$ cat config.mk
export PLATFORM = sky130hd
export DESIGN_NAME = iffifo_stream_bridge
export DESIGN_NICKNAME = d
export VERILOG_FILES = /design/src/rtl/iffifo_stream_bridge_pkg.sv /design/src/rtl/iffifo_bridge_stage.sv /design/src/rtl/iffifo_stream_bridge.sv
export SDC_FILE = /design/constraint.sdc
export NUM_CORES = 1
export LEC_CHECK = 0
export BUFFER_PORTS_ARGS = -buffer_cell sky130_fd_sc_hd__buf_2
export CORE_MARGIN = 2
export CORE_UTILIZATION = 50
export CTS_CLUSTER_DIAMETER = 40
export DETAILED_ROUTE_END_ITERATION = 16
export PLACE_DENSITY = 0.83
export SETUP_SLACK_MARGIN = 0.05
export SYNTH_ARGS = -nofsm -noshare
export SYNTH_HDL_FRONTEND = slang
export SYNTH_SLANG_ARGS = --single-unit
$ cat constraint.sdc
create_clock -name clk_i -period 4.8 [get_ports clk_i]
set_input_delay 0.48 -clock clk_i [delete_from_list [all_inputs] [get_ports clk_i]]
set_output_delay 0.48 -clock clk_i [all_outputs]
set_load 0.02 [all_outputs]
$ cat src/rtl/iffifo_stream_bridge_pkg.sv
`default_nettype none
// ============================================================================
// Module      : iffifo_stream_bridge_pkg
// Description : Shared types and constants for the IFFIFO stream bridge.
// Revision    : 1.0 - initial release
// ============================================================================
package iffifo_stream_bridge_pkg;

    localparam int unsigned DATA_W = 32;
    localparam int unsigned CNT_W  = 16;

    localparam logic [31:0] DEFAULT_FIFO_IN_OFFSET  = 32'h0000_0000;
    localparam logic [31:0] DEFAULT_FIFO_OUT_OFFSET = 32'h0000_0004;
    localparam logic [3:0]  FULL_WSTRB              = 4'hF;

    typedef struct packed {
        logic [31:0] addr;
        logic        write;
        logic [31:0] wdata;
        logic [3:0]  wstrb;
        logic        valid;
    } iffifo_reg_req_t;

    typedef struct packed {
        logic [31:0] rdata;
        logic        error;
        logic        ready;
    } iffifo_reg_rsp_t;

    typedef enum logic [1:0] {
        ST_IDLE   = 2'd0,
        ST_WRITE  = 2'd1,
        ST_READ   = 2'd2,
        ST_SETTLE = 2'd3
    } bridge_state_e;

    typedef enum logic {
        GRANT_WRITE = 1'b0,
        GRANT_READ  = 1'b1
    } grant_e;

    // Round-robin tie break: the side that did not win last time goes next.
    function automatic grant_e rr_pick(input grant_e last_grant);
        return (last_grant == GRANT_READ) ? GRANT_WRITE : GRANT_READ;
    endfunction

endpackage
`default_nettype wire

$ cat src/rtl/iffifo_bridge_stage.sv
`default_nettype none
// ============================================================================
// Module      : iffifo_bridge_stage
// Description : One-entry valid/data holding register with load/clear handshake.
// Revision    : 1.0 - initial release
// ============================================================================
module iffifo_bridge_stage #(
    parameter int unsigned WIDTH = 32
) (
    input  logic             clk,
    input  logic             rst,
    input  logic             i_load,
    input  logic [WIDTH-1:0] i_data,
    input  logic             i_clear,
    output logic             o_valid,
    output logic [WIDTH-1:0] o_data
);

    logic             valid_q;
    logic             valid_d;
    logic [WIDTH-1:0] data_q;
    logic [WIDTH-1:0] data_d;

    // Load wins over clear so a same-cycle drain and refill keeps the entry.
    always_comb begin
        valid_d = valid_q;
        data_d  = data_q;
        if (i_clear) begin
            valid_d = 1'b0;
        end
        if (i_load) begin
            valid_d = 1'b1;
            data_d  = i_data;
        end
    end

    always_ff @(posedge clk) begin
        if (rst) begin
            valid_q <= 1'b0;
            data_q  <= '0;
        end else begin
            valid_q <= valid_d;
            data_q  <= data_d;
        end
    end

    assign o_valid = valid_q;
    assign o_data  = data_q;

endmodule
`default_nettype wire

$ cat src/rtl/iffifo_stream_bridge.sv
`default_nettype none
// ============================================================================
// Module      : iffifo_stream_bridge
// Description : Register-bus initiator moving stream beats into FIFO_IN and
//               FIFO_OUT words out to a stream, one bus access at a time.
// Revision    : 1.0 - initial release
// ============================================================================
module iffifo_stream_bridge
    import iffifo_stream_bridge_pkg::*;
#(
    parameter type         reg_req_t       = iffifo_reg_req_t,
    parameter type         reg_rsp_t       = iffifo_reg_rsp_t,
    parameter logic [31:0] BASE_ADDR       = 32'h0000_0000,
    parameter logic [31:0] FIFO_IN_OFFSET  = DEFAULT_FIFO_IN_OFFSET,
    parameter logic [31:0] FIFO_OUT_OFFSET = DEFAULT_FIFO_OUT_OFFSET
) (
    input  logic              clk_i,
    input  logic              rst_i,
    output reg_req_t          reg_req_o,
    input  reg_rsp_t          reg_rsp_i,
    input  logic              iffifo_in_ready_i,
    input  logic              iffifo_out_valid_i,
    input  logic              enable_i,
    input  logic [DATA_W-1:0] s_data_i,
    input  logic              s_valid_i,
    output logic              s_ready_o,
    output logic [DATA_W-1:0] m_data_o,
    output logic              m_valid_o,
    input  logic              m_ready_i,
    output logic              err_o,
    input  logic              err_clr_i,
    output logic [CNT_W-1:0]  wr_count_o,
    output logic [CNT_W-1:0]  rd_count_o
);

    localparam logic [31:0] FIFO_IN_ADDR  = BASE_ADDR + FIFO_IN_OFFSET;
    localparam logic [31:0] FIFO_OUT_ADDR = BASE_ADDR + FIFO_OUT_OFFSET;

    bridge_state_e     state_q;
    bridge_state_e     state_d;
    grant_e            last_grant_q;
    grant_e            last_grant_d;
    logic              err_q;
    logic              err_d;
    logic [CNT_W-1:0]  wr_count_q;
    logic [CNT_W-1:0]  wr_count_d;
    logic [CNT_W-1:0]  rd_count_q;
    logic [CNT_W-1:0]  rd_count_d;

    logic              in_full;
    logic [DATA_W-1:0] in_data;
    logic              in_load;
    logic              in_clear;
    logic              out_valid;
    logic [DATA_W-1:0] out_data;
    logic              out_load;
    logic              out_clear;

    logic              wr_cand;
    logic              rd_cand;
    logic              wr_done;
    logic              rd_done;
    logic              bus_err;

    assign wr_done = (state_q == ST_WRITE) && reg_rsp_i.ready;
    assign rd_done = (state_q == ST_READ)  && reg_rsp_i.ready;
    assign bus_err = (wr_done || rd_done) && reg_rsp_i.error;

    // Acceptance looks only at the registered fill state, so the entry being
    // written out cannot be refilled on its own completion cycle.
    assign in_load   = s_valid_i && !in_full;
    assign in_clear  = wr_done;
    assign out_load  = rd_done && !reg_rsp_i.error;
    assign out_clear = out_valid && m_ready_i;

    iffifo_bridge_stage #(
        .WIDTH (DATA_W)
    ) u_in_stage (
        .clk     (clk_i),
        .rst     (rst_i),
        .i_load  (in_load),
        .i_data  (s_data_i),
        .i_clear (in_clear),
        .o_valid (in_full),
        .o_data  (in_data)
    );

    iffifo_bridge_stage #(
        .WIDTH (DATA_W)
    ) u_out_stage (
        .clk     (clk_i),
        .rst     (rst_i),
        .i_load  (out_load),
        .i_data  (reg_rsp_i.rdata),
        .i_clear (out_clear),
        .o_valid (out_valid),
        .o_data  (out_data)
    );

    assign wr_cand = enable_i && in_full && iffifo_in_ready_i;
    assign rd_cand = enable_i && !out_valid && iffifo_out_valid_i;

    always_comb begin
        state_d      = state_q;
        last_grant_d = last_grant_q;
        case (state_q)
            ST_IDLE: begin
                if (wr_cand && (!rd_cand || rr_pick(last_grant_q) == GRANT_WRITE)) begin
                    state_d      = ST_WRITE;
                    last_grant_d = GRANT_WRITE;
                end else if (rd_cand) begin
                    state_d      = ST_READ;
                    last_grant_d = GRANT_READ;
                end
            end
            ST_WRITE: begin
                if (reg_rsp_i.ready) begin
                    state_d = ST_SETTLE;
                end
            end
            ST_READ: begin
                if (reg_rsp_i.ready) begin
                    state_d = ST_SETTLE;
                end
            end
            ST_SETTLE: begin
                state_d = ST_IDLE;
            end
            default: begin
                state_d = ST_IDLE;
            end
        endcase
    end

    // Request fields derive from the state and the held input entry only,
    // which keeps them stable for the whole wait-state window.
    always_comb begin
        reg_req_o = '0;
        case (state_q)
            ST_WRITE: begin
                reg_req_o.valid = 1'b1;
                reg_req_o.write = 1'b1;
                reg_req_o.addr  = FIFO_IN_ADDR;
                reg_req_o.wdata = in_data;
                reg_req_o.wstrb = FULL_WSTRB;
            end
            ST_READ: begin
                reg_req_o.valid = 1'b1;
                reg_req_o.write = 1'b0;
                reg_req_o.addr  = FIFO_OUT_ADDR;
            end
            default: begin
                reg_req_o.valid = 1'b0;
            end
        endcase
    end

    always_comb begin
        err_d = err_q;
        if (bus_err) begin
            err_d = 1'b1;
        end else if (err_clr_i) begin
            err_d = 1'b0;
        end
        wr_count_d = wr_count_q + CNT_W'(wr_done && !reg_rsp_i.error);
        rd_count_d = rd_count_q + CNT_W'(rd_done && !reg_rsp_i.error);
    end

    always_ff @(posedge clk_i) begin
        if (rst_i) begin
            state_q      <= ST_IDLE;
            last_grant_q <= GRANT_READ;
            err_q        <= 1'b0;
            wr_count_q   <= '0;
            rd_count_q   <= '0;
        end else begin
            state_q      <= state_d;
            last_grant_q <= last_grant_d;
            err_q        <= err_d;
            wr_count_q   <= wr_count_d;
            rd_count_q   <= rd_count_d;
        end
    end

    assign s_ready_o  = !in_full;
    assign m_valid_o  = out_valid;
    assign m_data_o   = out_data;
    assign err_o      = err_q;
    assign wr_count_o = wr_count_q;
    assign rd_count_o = rd_count_q;

endmodule
`default_nettype wire

==> results of run 1 <==
[sequential cells by signal (all words and copies together), names as in the netlist]
register,count
err_o,1
last_grant_q,1
rd_count_o,16
state_q,2
u_in_stage.o_data,32
u_in_stage.o_valid,1
u_out_stage.o_data,32
u_out_stage.o_valid,1
wr_count_o,16
[synth_stat cells, drive strengths merged, types with 2 or more instances]
cell,instances,area [sq um]
nand2,144,541
dfxtp,102,2040
a21oi,71,355
buf,44,304
and2,33,206
nor2,32,123
clkbuf,17,63.8
xnor2,16,140
ha,11,138
nand3,10,55.1
nand4,10,105
inv,9,33.8
nor3,9,45.0
nor2b,8,50.1
xor2,7,61.3
nor4,6,83.8
nand2b,4,25.0
o21ai,4,20.0
or3,3,18.8
a311oi,2,17.5
[final cells by class]
cell class                      count  area (sq um)  share of cell area, %
Tap cell                          108           135                   2.45
Timing Repair Buffer              181           913                   16.6
Inverter                            9          33.8                  0.613
Sequential cell                   102          2040                   37.0
Clock inverter                      4          55.1                  0.999
Multi-Input combinational cell    409          2180                   39.6
Clock buffer                       11           151                   2.75
[placed cells by master, fill, tap and decap left out, types with 2 or more instances in the layout]
cell	count
inv_1	9
clkbuf_8	11
nand2_1	144
xnor2_1	16
a311oi_1	2
or3_1	3
and2_1	33
conb_1	31
o21ai_0	4
nor2b_1	7
ha_1	11
a21oi_1	71
buf_2	178
xor2_1	7
buf_4	3
nor3_1	9
nand4_1	6
nand4_2	2
dfxtp_1	102
nor2_1	31
nand2b_1	4
nand3_1	9
nor4_2	5
nand4_4	2
[through the flow]
| step | area (sq um) | power (mW) | hold WS [ns] |
|---|---|---|---|
| 3_3_place_gp | 5310 | 1.36 | 0.438 |
| 4_1_cts | 5510 | 1.93 | 0.343 |
| 6_report | 5510 | 1.91 | 0.353 |
| 5_1_grt | 5510 | 2.02 | 0.342 |
| 3_5_place_dp | 5310 | 1.38 | 0.442 |
| 2_1_floorplan | 4620 | 1.27 | 0.432 |
[cells by family after synthesis]
logic type / after synthesis
xor+xnor: 23
other cells: 1
simple gates: 261
compound gates: 82
mux: 1
fa+ha+maj: 11
flops: 102
buf+inv: 70
[power groups by stage]
| stage | combinational [mW] | clock [mW] | sequential (mW) |
|---|---|---|---|
| 3_5_place_dp | 0.440 | 0 | 0.940 |
| 5_1_grt | 0.487 | 0.608 | 0.926 |
| 2_1_floorplan | 0.315 | 0 | 0.959 |
| 4_1_cts | 0.443 | 0.566 | 0.920 |
| 3_3_place_gp | 0.428 | 0 | 0.937 |
| 6_report | 0.437 | 0.553 | 0.920 |
[metal layers]
layer	part of all wire (%)	wire, um	track usage (%)
met1	41	4340	24.2
met4	1.3	140	6.64
met5	0	0	0
met2	51	5430	39.4
met3	6.9	731	5.04
[final timing paths]
| kind | slack (ns) | startpoint | cells past startpoint | end |
|---|---|---|---|---|
| hold reg to reg | 0.45 | u_in_stage.o_data[1] | 2 | u_in_stage.o_data[1] |
| setup / recovery | 1.71 | state_q[0] | 11 | rd_count_o[10] |
| hold / removal | 0.35 | reg_rsp_i[24] | 3 | u_out_stage.o_data[22] |
| setup reg to reg | 1.71 | state_q[0] | 11 | rd_count_o[10] |
[critical path: stages (launching register included)]
cell and delay [ns]:
dfxtp_1 0.35, inv_1 0.11, ha_1 0.17, nand3b_1 0.09
buf_4 0.25, inv_1 0.77, ha_1 0.32, ha_1 0.21
nand2_1 0.13, nor3_1 0.30, xnor2_1 0.17, nor2_1 0.05
==> flow_metrics.tcl, run 1 <==
set metrics [dict create \
    synthSimpleGateAreaFrac_pct 28.1 \
    finalHoldViolCount 0 \
    cp.arrival_ns 3.29 \
    setup_ws_ns 1.71 \
    grt_pass1_wl_um 17400 \
    syn2layout_area_growth_pct 22.2 \
    fin_crit_ns 3.09 \
    async_flop_share_pct 0 \
    drt_first_pass_iters 4 \
    finalCritPeriodShare_pct 64.4 \
    maxCapViolCount 0 \
    cts_sinks 102 \
    core_sq_um 8720 \
    root_buffer "clkbuf_8" \
    synth-xor-area-share_pct 4.47 \
    ys_types 36 \
    htree_levels 3 \
    synth-compound-area-share_pct 9.76 \
    remaining_drc_errors 0 \
    nets 797 \
    dieArea_sq_um 9800 \
    antenna_found_initial 0 \
    start_kind "register" \
    boundaryPins 211 \
    setup_viol 0 \
    grt.overflow.total 0 \
    globalplace.congestion 0.864 \
    rsz0062_at_grt "no" \
    n_fill_cell 775 \
    fin_skew_ns 0.0117 \
    synth_top_family_by_area "simple AND/OR/NAND/NOR gates" \
    outcome "finished clean" \
    grt_max_degree 106 \
    hold_path.class "in -> reg" \
    combPwrFrac_pct 22.9 \
    p_sw_share_pct 31.8 \
    place_inst 809 \
    start_util_pct 51.7 \
    crit_fanout 34 \
    cts_buffers 9 \
    yosys.area_share.adder_pct 3.05 \
    yosys_register_bits 102 \
    cts_setup_buffers 0 \
    synth.area.mux_share_pct 0.333 \
    cts_resized 0 \
    postLayoutCoreUtil_pct 63.2 \
    leakage_nw 2.59 \
    required_ns 5.00 \
    max-vdd-ir-drop_uv 184 \
    clockBufferDepth 2 \
    postCtsHoldBufs 0 \
    max_clock_freq_mhz 324 \
    place_ws_ns 1.65 \
    finalSetupTns_ns 0 \
    relSlewSlack_pct 31.1 \
    slew_violations 0 \
    intPower_mw 1.30 \
    worstSetupEndpointType "register" \
    grt.total_usage_pct 21.4 \
    viasPerCell 4.92 \
    wl_per_cell_um 12.9 \
    port_buffers 179 \
    placementRows 34 \
    synthesis.area_sq_um 4510 \
    p_clk_share_pct 29.0 \
    die_x_um 99.0 \
    path_class "reg -> reg" \
    drive_gt1_share_pct 29.6 \
    path_clk_slew_ns 0.10 \
    ant_nets 0 \
    dp_hpwl_um 7820 \
    n_antenna_cell 0 \
    synthCells 551 \
    wl_um 10600 \
    worst_pin_slew_ns 1.03 \
    yosysSeqAreaShare_pct 45.3 \
    die_height_um 99.0 \
    grt_pass1_vias 3964 \
    clk_latency_ns 0.35 \
    synth_enable_flop_cells 0 \
    p_sw_mw 0.608 \
    synth_ff_type "dfxtp_1" \
    cts_tree "done" \
    avgSynthCellArea_sq_um 8.19 \
    power.density_nw_per_um2 347 \
    drtIter0Drc 114 \
    vias 4054 \
    ys_warn_count 0 \
    seq_power_share_pct 48.2 \
    stdcell_count 824 \
]
(Power assumes the default switching activity.)
==> run 2: changes to the inputs <==
--- a/config.mk
+++ b/config.mk
@@ -5,12 +5,13 @@
 export SDC_FILE = /design/constraint.sdc
 export NUM_CORES = 1
 export LEC_CHECK = 0
+export ABC_AREA = 1
 export BUFFER_PORTS_ARGS = -buffer_cell sky130_fd_sc_hd__buf_2
 export CORE_MARGIN = 2
-export CORE_UTILIZATION = 50
+export CORE_UTILIZATION = 43
 export CTS_CLUSTER_DIAMETER = 40
 export DETAILED_ROUTE_END_ITERATION = 16
-export PLACE_DENSITY = 0.83
+export PLACE_DENSITY = 0.75
 export SETUP_SLACK_MARGIN = 0.05
 export SYNTH_ARGS = -nofsm -noshare
 export SYNTH_HDL_FRONTEND = slang
==> constraint.sdc (replaced) <==
create_clock -name clk_i -period 2.7 [get_ports clk_i]
set_input_delay 0.27 -clock clk_i [delete_from_list [all_inputs] [get_ports clk_i]]
set_output_delay 0.27 -clock clk_i [all_outputs]
set_load 0.02 [all_outputs]
==> flow_metrics.tcl, run 2 <==
set metrics [dict create \
    outcome "finished clean" \
    async_flop_share_pct 0 \
    stdcell_count 968 \
    dp_hpwl_um 8050 \
    setup_viol 0 \
    yosys_register_bits 102 \
    path_class "reg -> reg" \
    finalHoldViolCount 0 \
    drtIter0Drc 197 \
    core_sq_um 10700 \
    place_area_sq_um 5520 \
    yosysTopAreaCellShare_pct 43.8 \
    rsz0062_at_grt "no" \
    nets 908 \
    fin_skew_ns 0.0136 \
    start_kind "register" \
    globalplace.congestion 0.819 \
    relSlewSlack_pct 35.6 \
    yosys.area_share.adder_pct 2.95 \
    placementRows 38 \
    max-vdd-ir-drop_uv 308 \
    root_buffer "clkbuf_8" \
    maxCapViolCount 0 \
    synth_top_family_by_area "simple AND/OR/NAND/NOR gates" \
    place_ws_ns 0.742 \
    leakage_nw 3.13 \
    ys_types 28 \
    yosysSeqAreaShare_pct 43.8 \
    drt_first_pass_iters 4 \
    drive_gt1_share_pct 27.2 \
    syn2layout_area_growth_pct 22.1 \
    ys_warn_count 0 \
    ant_nets 0 \
    worstSetupEndpointType "register" \
    synthSimpleGateAreaFrac_pct 27.9 \
    synthCells 658 \
    wl_per_cell_um 11.3 \
    critPathSlowestCell "dfxtp_1" \
    fin_crit_ns 1.95 \
    finalSetupTns_ns 0 \
    place_inst 952 \
    grt.overflow.total 0 \
    layout_commonest_cell "buf_2" \
    antenna_found_initial 0 \
    grt.total_usage_pct 18.7 \
    clk_latency_ns 0.36 \
    finalCritPeriodShare_pct 72.2 \
    vias 4401 \
    grt_pass1_wl_um 17600 \
    final_cell_mix "buf_2 (179), nor2_1 (178), dfxtp_1 (102), nand2_1 (94), inv_1 (69)" \
    dieArea_sq_um 11700 \
    crit_fanout 6 \
    cts_sinks 102 \
    wl_um 11000 \
    synth_commonest_cells "nor2_1 (178), dfxtp_1 (102), nand2_1 (94), inv_1 (69), o21ai_0 (65)" \
    worstPathCellList "inv_1 > ha_1 > nand2_1 > nor2_1 > ha_1 > ha_1 > nand2_1 > nor2_4 > nand2_2 > nor2_4 > xnor2_1 > nor2_1" \
    grt_pass1_vias 3960 \
    p_total_mw 3.62 \
    required_ns 2.95 \
    slew_violations 0 \
    synth_enable_flop_cells 0 \
    synth-xor-area-share_pct 1.32 \
    max_clock_freq_mhz 513 \
    synth.area.top_cells "dfxtp_1 (44%), nor2_1 (14%), nand2_1 (7.6%), o21ai_0 (7.0%), buf_4 (5.6%)" \
    n_fill_cell 1111 \
    boundaryPins 211 \
    die_x_um 108 \
    cts_resized 0 \
    cts_buffers 9 \
    cts_tree "done" \
    synth.area.mux_share_pct 0 \
    path_clk_slew_ns 0.10 \
    hold_path.class "in -> reg" \
    die_height_um 108 \
    synth_most_common_cell "nor2_1" \
    postCtsHoldBufs 0 \
    cp.arrival_ns 2.20 \
    max_stage_delay_ns 0.34 \
    cpMostUsedCell "ha_1" \
    synth_ff_type "dfxtp_1" \
    grt_max_degree 43 \
    power.density_nw_per_um2 635 \
    finish.instance_area_sq_um 5690 \
    cts_setup_buffers 0 \
    setup_ws_ns 0.751 \
    worst_pin_slew_ns 0.964 \
    port_buffers 179 \
    remaining_drc_errors 0 \
    htree_levels 3 \
    yosysTopAreaCell "dfxtp_1" \
    viasPerCell 4.55 \
    synthesis.area_sq_um 4660 \
    start_util_pct 43.6 \
    avgSynthCellArea_sq_um 7.08 \
    n_antenna_cell 0 \
    clockBufferDepth 2 \
    synth-compound-area-share_pct 9.83 \
]
==> run 2: metrics by stage <==
stage               hold slack, ns  util (%)
floorplan                    0.405         -
global placement             0.462      51.6
detailed placement           0.463      51.6
CTS                          0.107      53.2
global route                 0.115      53.2
finish                       0.122      53.2
==> run 2: layer usage <==
| layer | GRT usage, % | wire length [um] | up-vias |
|---|---|---|---|
| li1 | - | - | 2281 |
| met3 | 4.16 | 818 | 20 |
| met5 | 0 | 0 | - |
| met1 | 22.6 | 4820 | 1951 |
| met2 | 32.0 | 5060 | 149 |
| met4 | 7.97 | 275 | 0 |
==> run 2: cell families after synthesis <==
kind of cell | Yosys count
AND/OR/NAND/NOR | 315
buffers and inverters | 134
flip-flops | 102
AO/OA/AOI/OAI | 88
adder cells (fa/ha/maj) | 11
XOR/XNOR | 7
other | 1
==> run 2: cell type report <==
class	count	area (sq um)	area share, %
repair buffers	185	953	16.7
well taps	140	175	3.08
flip-flops and latches	102	2040	35.9
clock inverters	5	45.0	0.791
inverters	73	274	4.81
multi-input cells	452	2070	36.4
clock buffers	11	131	2.31
==> run 2: worst paths after layout <==
kind	end	from	slack [ns]	cells after the start
setup / recovery	wr_count_o[8]	state_q[1]	0.75	12
hold / removal	u_out_stage.o_data[10]	reg_rsp_i[12]	0.12	3
setup reg to reg	wr_count_o[8]	state_q[1]	0.75	12
hold reg to reg	err_o	err_o	0.46	2
==> run 2: power by group <==
part | total, mW | switching [mW] | internal [mW]
combinational | 1.03 | 0.710 | 0.321
clock | 0.891 | 0.542 | 0.348
sequential | 1.69 | 0.0643 | 1.63
==> run 2: worst max-delay path, delay by kind of cell, from the launching register on <==
kind | cells | cell delay, ns
and+or+nand+nor | 7 | 0.75
adders and majority gates | 3 | 0.54
DFF | 1 | 0.34
xor gates and xnor gates | 1 | 0.12
buffers and inverters | 1 | 0.10
==> run 3: changes to the inputs <==
--- a/config.mk
+++ b/config.mk
@@ -5,13 +5,13 @@
 export SDC_FILE = /design/constraint.sdc
 export NUM_CORES = 1
 export LEC_CHECK = 0
-export ABC_AREA = 1
+export ABC_AREA = 0
 export BUFFER_PORTS_ARGS = -buffer_cell sky130_fd_sc_hd__buf_2
 export CORE_MARGIN = 2
-export CORE_UTILIZATION = 43
+export CORE_UTILIZATION = 47
 export CTS_CLUSTER_DIAMETER = 40
 export DETAILED_ROUTE_END_ITERATION = 16
-export PLACE_DENSITY = 0.75
+export PLACE_DENSITY = 0.79
 export SETUP_SLACK_MARGIN = 0.05
 export SYNTH_ARGS = -nofsm -noshare
 export SYNTH_HDL_FRONTEND = slang
==> constraint.sdc (replaced) <==
create_clock -name clk_i -period 1.9 [get_ports clk_i]
set_input_delay 0.19 -clock clk_i [delete_from_list [all_inputs] [get_ports clk_i]]
set_output_delay 0.19 -clock clk_i [all_outputs]
set_load 0.02 [all_outputs]
==> flow_metrics.tcl, run 3 (synthesis gave the netlist of run 1 again) <==
set metrics [dict create \
    drtIter0Drc 101 \
    ant_nets 0 \
    placementRows 35 \
    path_clk_slew_ns 0.11 \
    setup_viol 0 \
    core_sq_um 9280 \
    n_fill_cell 877 \
    antenna_found_initial 1 \
    finish.instance_area_sq_um 5790 \
    leakage_nw 2.71 \
    n_antenna_cell 0 \
    max-vdd-ir-drop_uv 475 \
    layout.area.seq_sq_um 2050 \
    rsz0062_at_grt "yes" \
    finalHoldViolCount 0 \
    dieArea_sq_um 10400 \
    maxCapViolCount 0 \
    worstSetupEndpointType "register" \
    grt_pass1_wl_um 16700 \
    max_clock_freq_mhz 563 \
    finalCritPeriodShare_pct 93.5 \
    cp.arrival_ns 2.02 \
    fin_skew_ns 0.0120 \
    port_buffers 179 \
    crit_fanout 3 \
    remaining_drc_errors 0 \
    finalSetupTns_ns 0 \
    slew_violations 0 \
    place_ws_ns 0.0829 \
    globalplace.congestion 0.791 \
    grt_max_degree 63 \
    power.density_nw_per_um2 886 \
    syn2layout_area_growth_pct 28.4 \
    die_x_um 102 \
    clockBufferDepth 2 \
    drt_first_pass_iters 4 \
    boundaryPins 211 \
    root_buffer "clkbuf_8" \
    outcome "finished clean" \
    hold_path.class "in -> reg" \
    drive_gt1_share_pct 33.0 \
    layout_commonest_cell "buf_2" \
    viasPerCell 4.76 \
    grt_pass1_vias 3682 \
    fin_crit_ns 1.78 \
    whs_ns 0.0510 \
    setup_ws_ns 0.124 \
    cts_buffers 9 \
    wl_um 10700 \
    wl_per_cell_um 12.5 \
    grt.total_usage_pct 20.2 \
    required_ns 2.14 \
    p_total_mw 5.13 \
    start_kind "register" \
    cts_tree "done" \
    multi_input_area_sq_um 2310 \
    dp_hpwl_um 7810 \
    nets 807 \
    die_height_um 102 \
    start_util_pct 48.6 \
    path_class "reg -> reg" \
    clk_latency_ns 0.36 \
    cts_sinks 102 \
    place_area_sq_um 5530 \
    htree_levels 3 \
    vias 4072 \
    final_cell_mix "buf_2 (178), nand2_1 (141), dfxtp_1 (100), a21oi_1 (71), and2_1 (33)" \
    grt.overflow.total 0 \
]
[run 3: cell count changes in the layout (fill, tap and decap cells not counted), moves of 14 or more]
cell / before / now
a21oi_1: 13 / 71
and2_1: 0 / 33
inv_1: 69 / 6
nand2_1: 94 / 141
nor2_1: 178 / 30
o21ai_0: 65 / 4
xnor2_1: 2 / 16
[run 3: power by group]
part / leakage [nW] / total, mW / internal (mW) / switching, mW
logic: 1.77 / 1.23 / 0.438 / 0.792
registers: 0.830 / 2.35 / 2.27 / 0.0859
clock network: 0.108 / 1.55 / 0.761 / 0.790
[run 3: area by class of cell]
cell class                      instances  share of cell area, %
Multi-Input combinational cell        409                   39.9
Sequential cell                       102                   35.4
Timing Repair Buffer                  191                   17.3
Tap cell                              129                   2.79
Clock buffer                            9                   2.14
Clock inverter                          7                   1.79
Inverter                                9                  0.670
[run 3: final timing paths]
check                             start                     to  slack, ns  depth (start not counted)
setup / recovery             state_q[1]         wr_count_o[12]       0.12                         10
hold / removal             reg_rsp_i[9]  u_out_stage.o_data[7]       0.05                          3
hold reg to reg   u_in_stage.o_data[19]  u_in_stage.o_data[19]       0.45                          2
setup reg to reg             state_q[1]         wr_count_o[12]       0.12                         10
[run 3: what timing repair did]
action | 4_1_cts | 5_1_grt
hold buffers | 0 | 0
setup buffers | 0 | 1
gates resized for setup | 0 | 6
setup endpoints to repair | 0 | 45
[run 3: worst max-delay path, stage by stage, from the launching register on]
cell and delay (ns):
dfxtp_4 0.38, inv_4 0.07, ha_4 0.14, nand2_2 0.07, nor2_4 0.15, ha_4 0.17, ha_4 0.14, nand2_4 0.06
nor4_4 0.30, xnor2_1 0.14, nor2_1 0.05
[run 3: per-stage QoR]
step	instances	utilization [%]
global placement	839	59.5
finish	856	62.4
detailed placement	839	59.5
CTS	855	62.0
global route	856	62.4
floorplan	581	-
[run 3: layer usage]
metal	GRT usage (%)	vias up	routed length (um)
met2	34.3	150	5090
met5	0	-	18
met4	7.28	2	208
met1	24.4	1836	4560
met3	6.09	19	852
li1	-	2065	-
